===== config.mk =====
export PLATFORM = sky130hd
export DESIGN_NAME = sc_io_port_unit
export DESIGN_NICKNAME = d
export VERILOG_FILES = /design/src/rtl/sc_io_pkg.sv /design/src/rtl/io_sync2.sv /design/src/rtl/sc_io_port_unit.sv
export SDC_FILE = /design/constraint.sdc
export NUM_CORES = 1
export LEC_CHECK = 0
export ABC_CLOCK_PERIOD_IN_PS = 1770
export CORE_MARGIN = 5
export CORE_UTILIZATION = 50
export DETAILED_ROUTE_END_ITERATION = 16
export PLACE_DENSITY = 0.9
export SLEW_MARGIN = 15
export SYNTH_ARGS = -nofsm -noshare
export SYNTH_HDL_FRONTEND = slang
export SYNTH_SLANG_ARGS = --single-unit

===== constraint.sdc =====
create_clock -name clock -period 1.77 [get_ports clock]
set_input_delay 0.2655 -clock clock [delete_from_list [all_inputs] [get_ports clock]]
set_output_delay 0.2655 -clock clock [all_outputs]
set_load 0.03 [all_outputs]

===== src/rtl/sc_io_pkg.sv =====
`timescale 1ns/1ps
// Shared constants for the memory-mapped I/O port unit.
// Word offsets are addr[6:2] inside the I/O region; STATUS bit positions per input port.
// Pure constants: no latency, no backpressure.
package sc_io_pkg;
  localparam logic [4:0] IO_OUT0 = 5'd0;   // byte 0x80
  localparam logic [4:0] IO_OUT1 = 5'd1;   // byte 0x84
  localparam logic [4:0] IO_OUT2 = 5'd2;   // byte 0x88
  localparam logic [4:0] IO_IN0  = 5'd16;  // byte 0xC0
  localparam logic [4:0] IO_IN1  = 5'd17;  // byte 0xC4
  localparam logic [4:0] IO_STAT = 5'd18;  // byte 0xC8

  localparam int STAT_IN0_BIT = 0;
  localparam int STAT_IN1_BIT = 1;
endpackage


===== src/rtl/io_sync2.sv =====
`timescale 1ns/1ps
// Two-flop synchronizer for an asynchronous input bus, plus a prev register for change detection.
// Latency: q follows d two edges after the change; chg is high for the edge after q updates.
// Backpressure: none, free-running every cycle.
// Ports: clock, resetn (async active-low), d (async input), q (synchronized), chg (q != prev).
module io_sync2
  import sc_io_pkg::*;
#(
  parameter int W = 32
) (
  input  logic         clock,
  input  logic         resetn,
  input  logic [W-1:0] d,
  output logic [W-1:0] q,
  output logic         chg
);

  logic [W-1:0] q1;
  logic [W-1:0] q2;
  logic [W-1:0] prev;

  always_ff @(posedge clock or negedge resetn) begin
    if (!resetn) begin
      q1   <= '0;
      q2   <= '0;
      prev <= '0;
    end else begin
      q1   <= d;
      q2   <= q1;
      prev <= q2;
    end
  end

  assign q   = q2;
  assign chg = (q2 != prev);

endmodule


===== src/rtl/sc_io_port_unit.sv =====
`timescale 1ns/1ps
// Memory-mapped I/O responder: three RW output ports, two synchronized input ports, read-clear STATUS.
// Latency: stores land and loads return one edge after the strobe cycle; io_sel is combinational.
// Backpressure: none; every strobe completes in one cycle.
// Ports: clock, resetn, addr, wdata, wmem, rmem, in_port0/1 (async), out_port0/1/2, io_read_data, io_sel.
module sc_io_port_unit
  import sc_io_pkg::*;
#(
  parameter int IO_BASE_BIT = 7,
  parameter int WARMUP      = 3
) (
  input  logic        clock,
  input  logic        resetn,
  input  logic [31:0] addr,
  input  logic [31:0] wdata,
  input  logic        wmem,
  input  logic        rmem,
  input  logic [31:0] in_port0,
  input  logic [31:0] in_port1,
  output logic [31:0] out_port0,
  output logic [31:0] out_port1,
  output logic [31:0] out_port2,
  output logic [31:0] io_read_data,
  output logic        io_sel
);

  logic [4:0]  offset;
  logic        wr_en;
  logic        rd_en;
  logic [31:0] in0_q;
  logic [31:0] in1_q;
  logic        in0_chg;
  logic        in1_chg;
  logic [1:0]  warm;
  logic [1:0]  status;
  logic [1:0]  stat_set;
  logic        stat_clr;
  logic [31:0] rd_mux;
  logic        unused_addr;

  assign io_sel      = addr[IO_BASE_BIT];
  assign offset      = addr[6:2];
  assign wr_en       = wmem & io_sel;
  assign rd_en       = rmem & io_sel;
  assign unused_addr = &{1'b0, addr};

  io_sync2 #(.W(32)) u_sync0 (
    .clock  (clock),
    .resetn (resetn),
    .d      (in_port0),
    .q      (in0_q),
    .chg    (in0_chg)
  );

  io_sync2 #(.W(32)) u_sync1 (
    .clock  (clock),
    .resetn (resetn),
    .d      (in_port1),
    .q      (in1_q),
    .chg    (in1_chg)
  );

  // Output port registers; stores to RO or unmapped offsets fall through.
  always_ff @(posedge clock or negedge resetn) begin
    if (!resetn) begin
      out_port0 <= '0;
      out_port1 <= '0;
      out_port2 <= '0;
    end else if (wr_en) begin
      case (offset)
        IO_OUT0: out_port0 <= wdata;
        IO_OUT1: out_port1 <= wdata;
        IO_OUT2: out_port2 <= wdata;
        default: ;
      endcase
    end
  end

  // Warmup hides the reset-to-input transition that the synchronizers see right after reset.
  always_ff @(posedge clock or negedge resetn) begin
    if (!resetn) begin
      warm <= 2'(WARMUP);
    end else if (warm != 2'd0) begin
      warm <= warm - 2'd1;
    end
  end

  always_comb begin
    stat_set               = 2'b00;
    stat_set[STAT_IN0_BIT] = in0_chg & (warm == 2'd0);
    stat_set[STAT_IN1_BIT] = in1_chg & (warm == 2'd0);
  end

  assign stat_clr = rd_en && (offset == IO_STAT);

  // Clear is applied first so a same-cycle set survives the read.
  always_ff @(posedge clock or negedge resetn) begin
    if (!resetn) begin
      status <= 2'b00;
    end else begin
      status <= (stat_clr ? 2'b00 : status) | stat_set;
    end
  end

  // Read mux sees pre-edge register values, so a simultaneous store returns the old contents.
  always_comb begin
    rd_mux = '0;
    case (offset)
      IO_OUT0: rd_mux = out_port0;
      IO_OUT1: rd_mux = out_port1;
      IO_OUT2: rd_mux = out_port2;
      IO_IN0:  rd_mux = in0_q;
      IO_IN1:  rd_mux = in1_q;
      IO_STAT: rd_mux = {30'b0, status};
      default: rd_mux = '0;
    endcase
  end

  always_ff @(posedge clock or negedge resetn) begin
    if (!resetn) begin
      io_read_data <= '0;
    end else if (rd_en) begin
      io_read_data <= rd_mux;
    end
  end

endmodule

==> impl_results.md <==
* Areal power density over the cells at 1153 mW/mm2
* Per-cell via count in the routed design at 5.374
* Sequential fraction of the synthesis area at 70.14%
* Setup slack of the most critical reg-to-reg path at 0.14 ns
* Portion of total power attributed to combinational logic at 12.5%
* Count of vias placed by the detailed router at 7287
* Core area at 0.02271 mm2
* Critical-path top delay cell: sky130_fd_sc_hd__nor4_1
* Critical path launch point type: flop
* Fmax at 0.6125 GHz
* Predominant post-synthesis flop cell: sky130_fd_sc_hd__dfrtp_1
* Leakage power total at 7.640 nW
* Vias in the first global route at 8135
* GP Congestion at 0.8473
* Dpl hpwl at 21.16 mm
* Worst supply voltage drop on vdd at 0.0008834 V
* R2R Path End: status[1]$_DFF_PN0_
* RSZ-0062 raised after global routing: false
* Final period util at 92.24%
* Number of enable flip-flop cells after synthesis at 0
* Remaining number of nets flagged by the antenna check after routing at 0
* Min Tclk post-route at 1.633 ns
* Post-synthesis cell count at 767
* Required time at the worst-slack endpoint at 2.17 ns
* Hold Path Sink: u_sync1.q1[20]$_DFF_PN0_
* Hold Fails Final Rpt at 0
* Final wirelength at 30.12 mm
* Worst-case headroom to the max-slew limit at 65.83%
* Worst-case reg-to-reg path depth at 5
* Hold Crit Depth at 1
* Htree depth at 2
* Average wire per standard cell at 22.21 um
* Critical path, cell by cell: xor2_1 > nor4_1 > nand4_1 > o21ai_0 > nand2_1
* Clock Sinks at 324
* Delay contributed by the slowest stage of the critical path at 0.48 ns
* Insertion delay of the later-clocked pin in the worst-skew pair at 0.51 ns
* Arrival @ worst endpoint at 2.03 ns
* Number of ports placed on the die boundary at 261
* Part of the power in registers at 46.1%
* Core occupancy in the finished layout at 68.84%
* Buffers plus inverters on the worst setup path at 0
* Clock network fraction of total power at 41.4%
* Tightest Pin Transition at 0.5078 ns
* Number of nets in the final layout at 1179
* IO buf count at 234
* Horizontal extent of the die at 162.1 um
* Layout Skew at 0.02240 ns
* Switching pwr at 0.004597 W
* Full die area at 0.02627 mm2
* Number of buffers created by CTS at 34
* Worst hold start: in_port1[20]
* Global-route wire length before repair at 46.62 mm
* Launch instance of the worst register-to-register path: u_sync1.q[19]$_DFF_PN0_
* Vertical extent of the die at 162.1 um
* Setup_tns at 0 ns
* Syn avg cell area at 15.08 um2
* Total of endpoints with negative setup slack in the final report at 0
* Internal at 0.01343 W
* Switching Share at 25.50%
* Element type at the critical path end: flop
* Setup Fix Bufs, Post-CTS at 0
* GRT overflow at 0
* CTS tree: done
* Number of different library cells in the post-synthesis netlist at 29
* DRT iter0 DRCs at 445
* Root buffer cell: sky130_fd_sc_hd__clkbuf_16
* Cell accounting for the most synthesized area: sky130_fd_sc_hd__dfrtp_1
* Number of antenna violations at the first check in global routing at 0
* Final Slew Violations at 0
* Total of flip-flops plus latches after synthesis at 324
* Number of diodes added for antenna fixing at 0
* Most common cell in the synthesized netlist: sky130_fd_sc_hd__dfrtp_1
* Standard-cell row count at 55
* Top Family by Delay on Critical Path: simple AND/OR/NAND/NOR gates
* Synth warnings at 0
* Number of max-cap violations at 0
* Fraction of registers with async set/reset at 100.0%
* First-pass DRT Iterations at 4
* Post-synth top cells: 322 x sky130_fd_sc_hd__dfrtp_1, 96 x sky130_fd_sc_hd__mux2_1, 64 x sky130_fd_sc_hd__mux2i_1, 64 x sky130_fd_sc_hd__xor2_1, 48 x sky130_fd_sc_hd__nand2_1
* Leading cell types by total area after synthesis: sky130_fd_sc_hd__dfrtp_1 70%, sky130_fd_sc_hd__mux2_1 9.3%, sky130_fd_sc_hd__mux2i_1 5.5%
* Total area of multi-input combinational cells at 0.003279 mm2
* Clock transition at path regs at 0.06 ns
* Filler Cells Inserted at 1513
* Largest fanout on the critical path at 3
* Share of Yosys cell area claimed by the top area cell type at 69.68%
* Buffer depth of the longest clock path at 3
* Total standard cell area after synthesis at 0.01156 mm2
* Syn Nets at 900
* Area Overhead vs Synth at 35.19%
* Largest net degree at the start of global routing at 75
* Total routing usage reported by global routing at 23.07%
* Number of remaining DRC errors at 0
* Kind of path behind the tightest hold check: primary input to flop
* Fraction of layout instances using a drive strength above 1 at 11.11%
* Crit path kind: flop to flop
* Area taken by flip-flops and latches at 0.008110 mm2
* Starting density of the core at 50.92%
* Outcome: completed
==> sequential cells by signal, summed over array words and instances, names as in the netlist <==
name	cells
u_sync0.prev	32
u_sync1.q	32
u_sync1.prev	32
u_sync1.q1	32
u_sync0.q1	32
out_port0	32
out_port2	32
warm	2
status	2
io_read_data	32
u_sync0.q	32
out_port1	32
==> worst reg2reg max path: cells and delay by family, from the launching register on <==
kind	cells	cell delay (ns)
AO/OA/AOI/OAI	1	0.18
XOR/XNOR	1	0.18
flip-flops	1	0.42
AND/OR/NAND/NOR	3	0.75
==> power groups by stage <==
stage / combinational, W / sequential [W] / clock, W
after floorplan: 0.000539 / 0.00896 / 0
after global placement: 0.00241 / 0.00842 / 0
after detailed placement: 0.00246 / 0.00846 / 0
after CTS: 0.00227 / 0.00832 / 0.00760
after global routing: 0.00239 / 0.00838 / 0.00793
final: 0.00225 / 0.00832 / 0.00746
==> metal layers <==
metal	wire, um	share of wire (%)	vias up	track usage [%]
li1	-	-	3235	-
met1	12040	40	3709	30.28
met2	14750	49	293	37.96
met3	2596	8.6	50	6.445
met4	726	2.4	0	6.920
met5	0	0	-	0
==> cell usage in the layout, fill, tap and decap left out, drive strengths merged, types with 8 or more instances in the layout <==
| cell | n |
|---|---|
| clkdlybuf4s50 | 102 |
| clkbuf | 45 |
| xor2 | 64 |
| nor4 | 16 |
| mux2 | 96 |
| o21ai | 40 |
| nand2 | 48 |
| dfrtp | 322 |
| buf | 47 |
| o22ai | 29 |
| mux2i | 64 |
| dlygate4sd2 | 128 |
| clkinv | 8 |
| a21oi | 29 |
==> how the worst max path moves through the flow <==
| stage | start | end | cells after the start |
|---|---|---|---|
| after floorplan | addr[3] | out_port2[10]$_DFFE_PN0P_ | 7 |
| after global placement | addr[3] | out_port2[19]$_DFFE_PN0P_ | 6 |
| after detailed placement | addr[3] | out_port2[26]$_DFFE_PN0P_ | 6 |
| after CTS | addr[3] | out_port2[26]$_DFFE_PN0P_ | 6 |
| after global routing | u_sync1.q[23]$_DFF_PN0_ | status[1]$_DFF_PN0_ | 6 |
| final | u_sync1.q[19]$_DFF_PN0_ | status[1]$_DFF_PN0_ | 5 |
==> kinds of logic (layout without fill, tap and decap cells) <==
logic type | count (synthesis) | count (layout) | share of synthesized area (%)
AOI/OAI and AO/OA | 101 | 101 | 4.750
buffers and inverters | 38 | 342 | 1.839
adders and majority gates | 1 | 1 | 0.1082
xor gates and xnor gates | 65 | 65 | 4.923
DFF | 324 | 324 | 70.14
muxes | 160 | 160 | 14.89
and+or+nand+nor | 78 | 78 | 3.354
==> area by class of cell <==
type	instances	area share, %
clock buffer	45	6.419
tap	285	2.281
timing repair buffer	279	17.03
multi-input combinational	405	20.98
clock inverter	16	1.361
inverter	2	0.04802
sequential	324	51.88
==> what timing repair did <==
| item | in CTS | in global routing |
|---|---|---|
| hold buffers | 1 | 0 |
| pin swaps | 0 | 0 |
| endpoints found under the setup margin | 128 | 8 |
| hold endpoints to repair | 80 | 0 |
| resized for setup | 128 | 2 |
==> stage by stage <==
step | std cells | area [um2] | total power, W | hold slack, ns | setup slack (ns)
global route | 1356 | 15630 | 0.01870 | 0.1642 | 0.05387
finish | 1356 | 15630 | 0.01802 | 0.1854 | 0.1374
global placement | 1294 | 14560 | 0.01083 | 0.1883 | -0.3853
CTS | 1356 | 15620 | 0.01819 | 0.1687 | 0.04847
detailed placement | 1294 | 14560 | 0.01092 | 0.1851 | -0.4519
floorplan | 767 | 11560 | 0.009498 | -0.03009 | 0.08848
(Power assumes the default switching activity.)
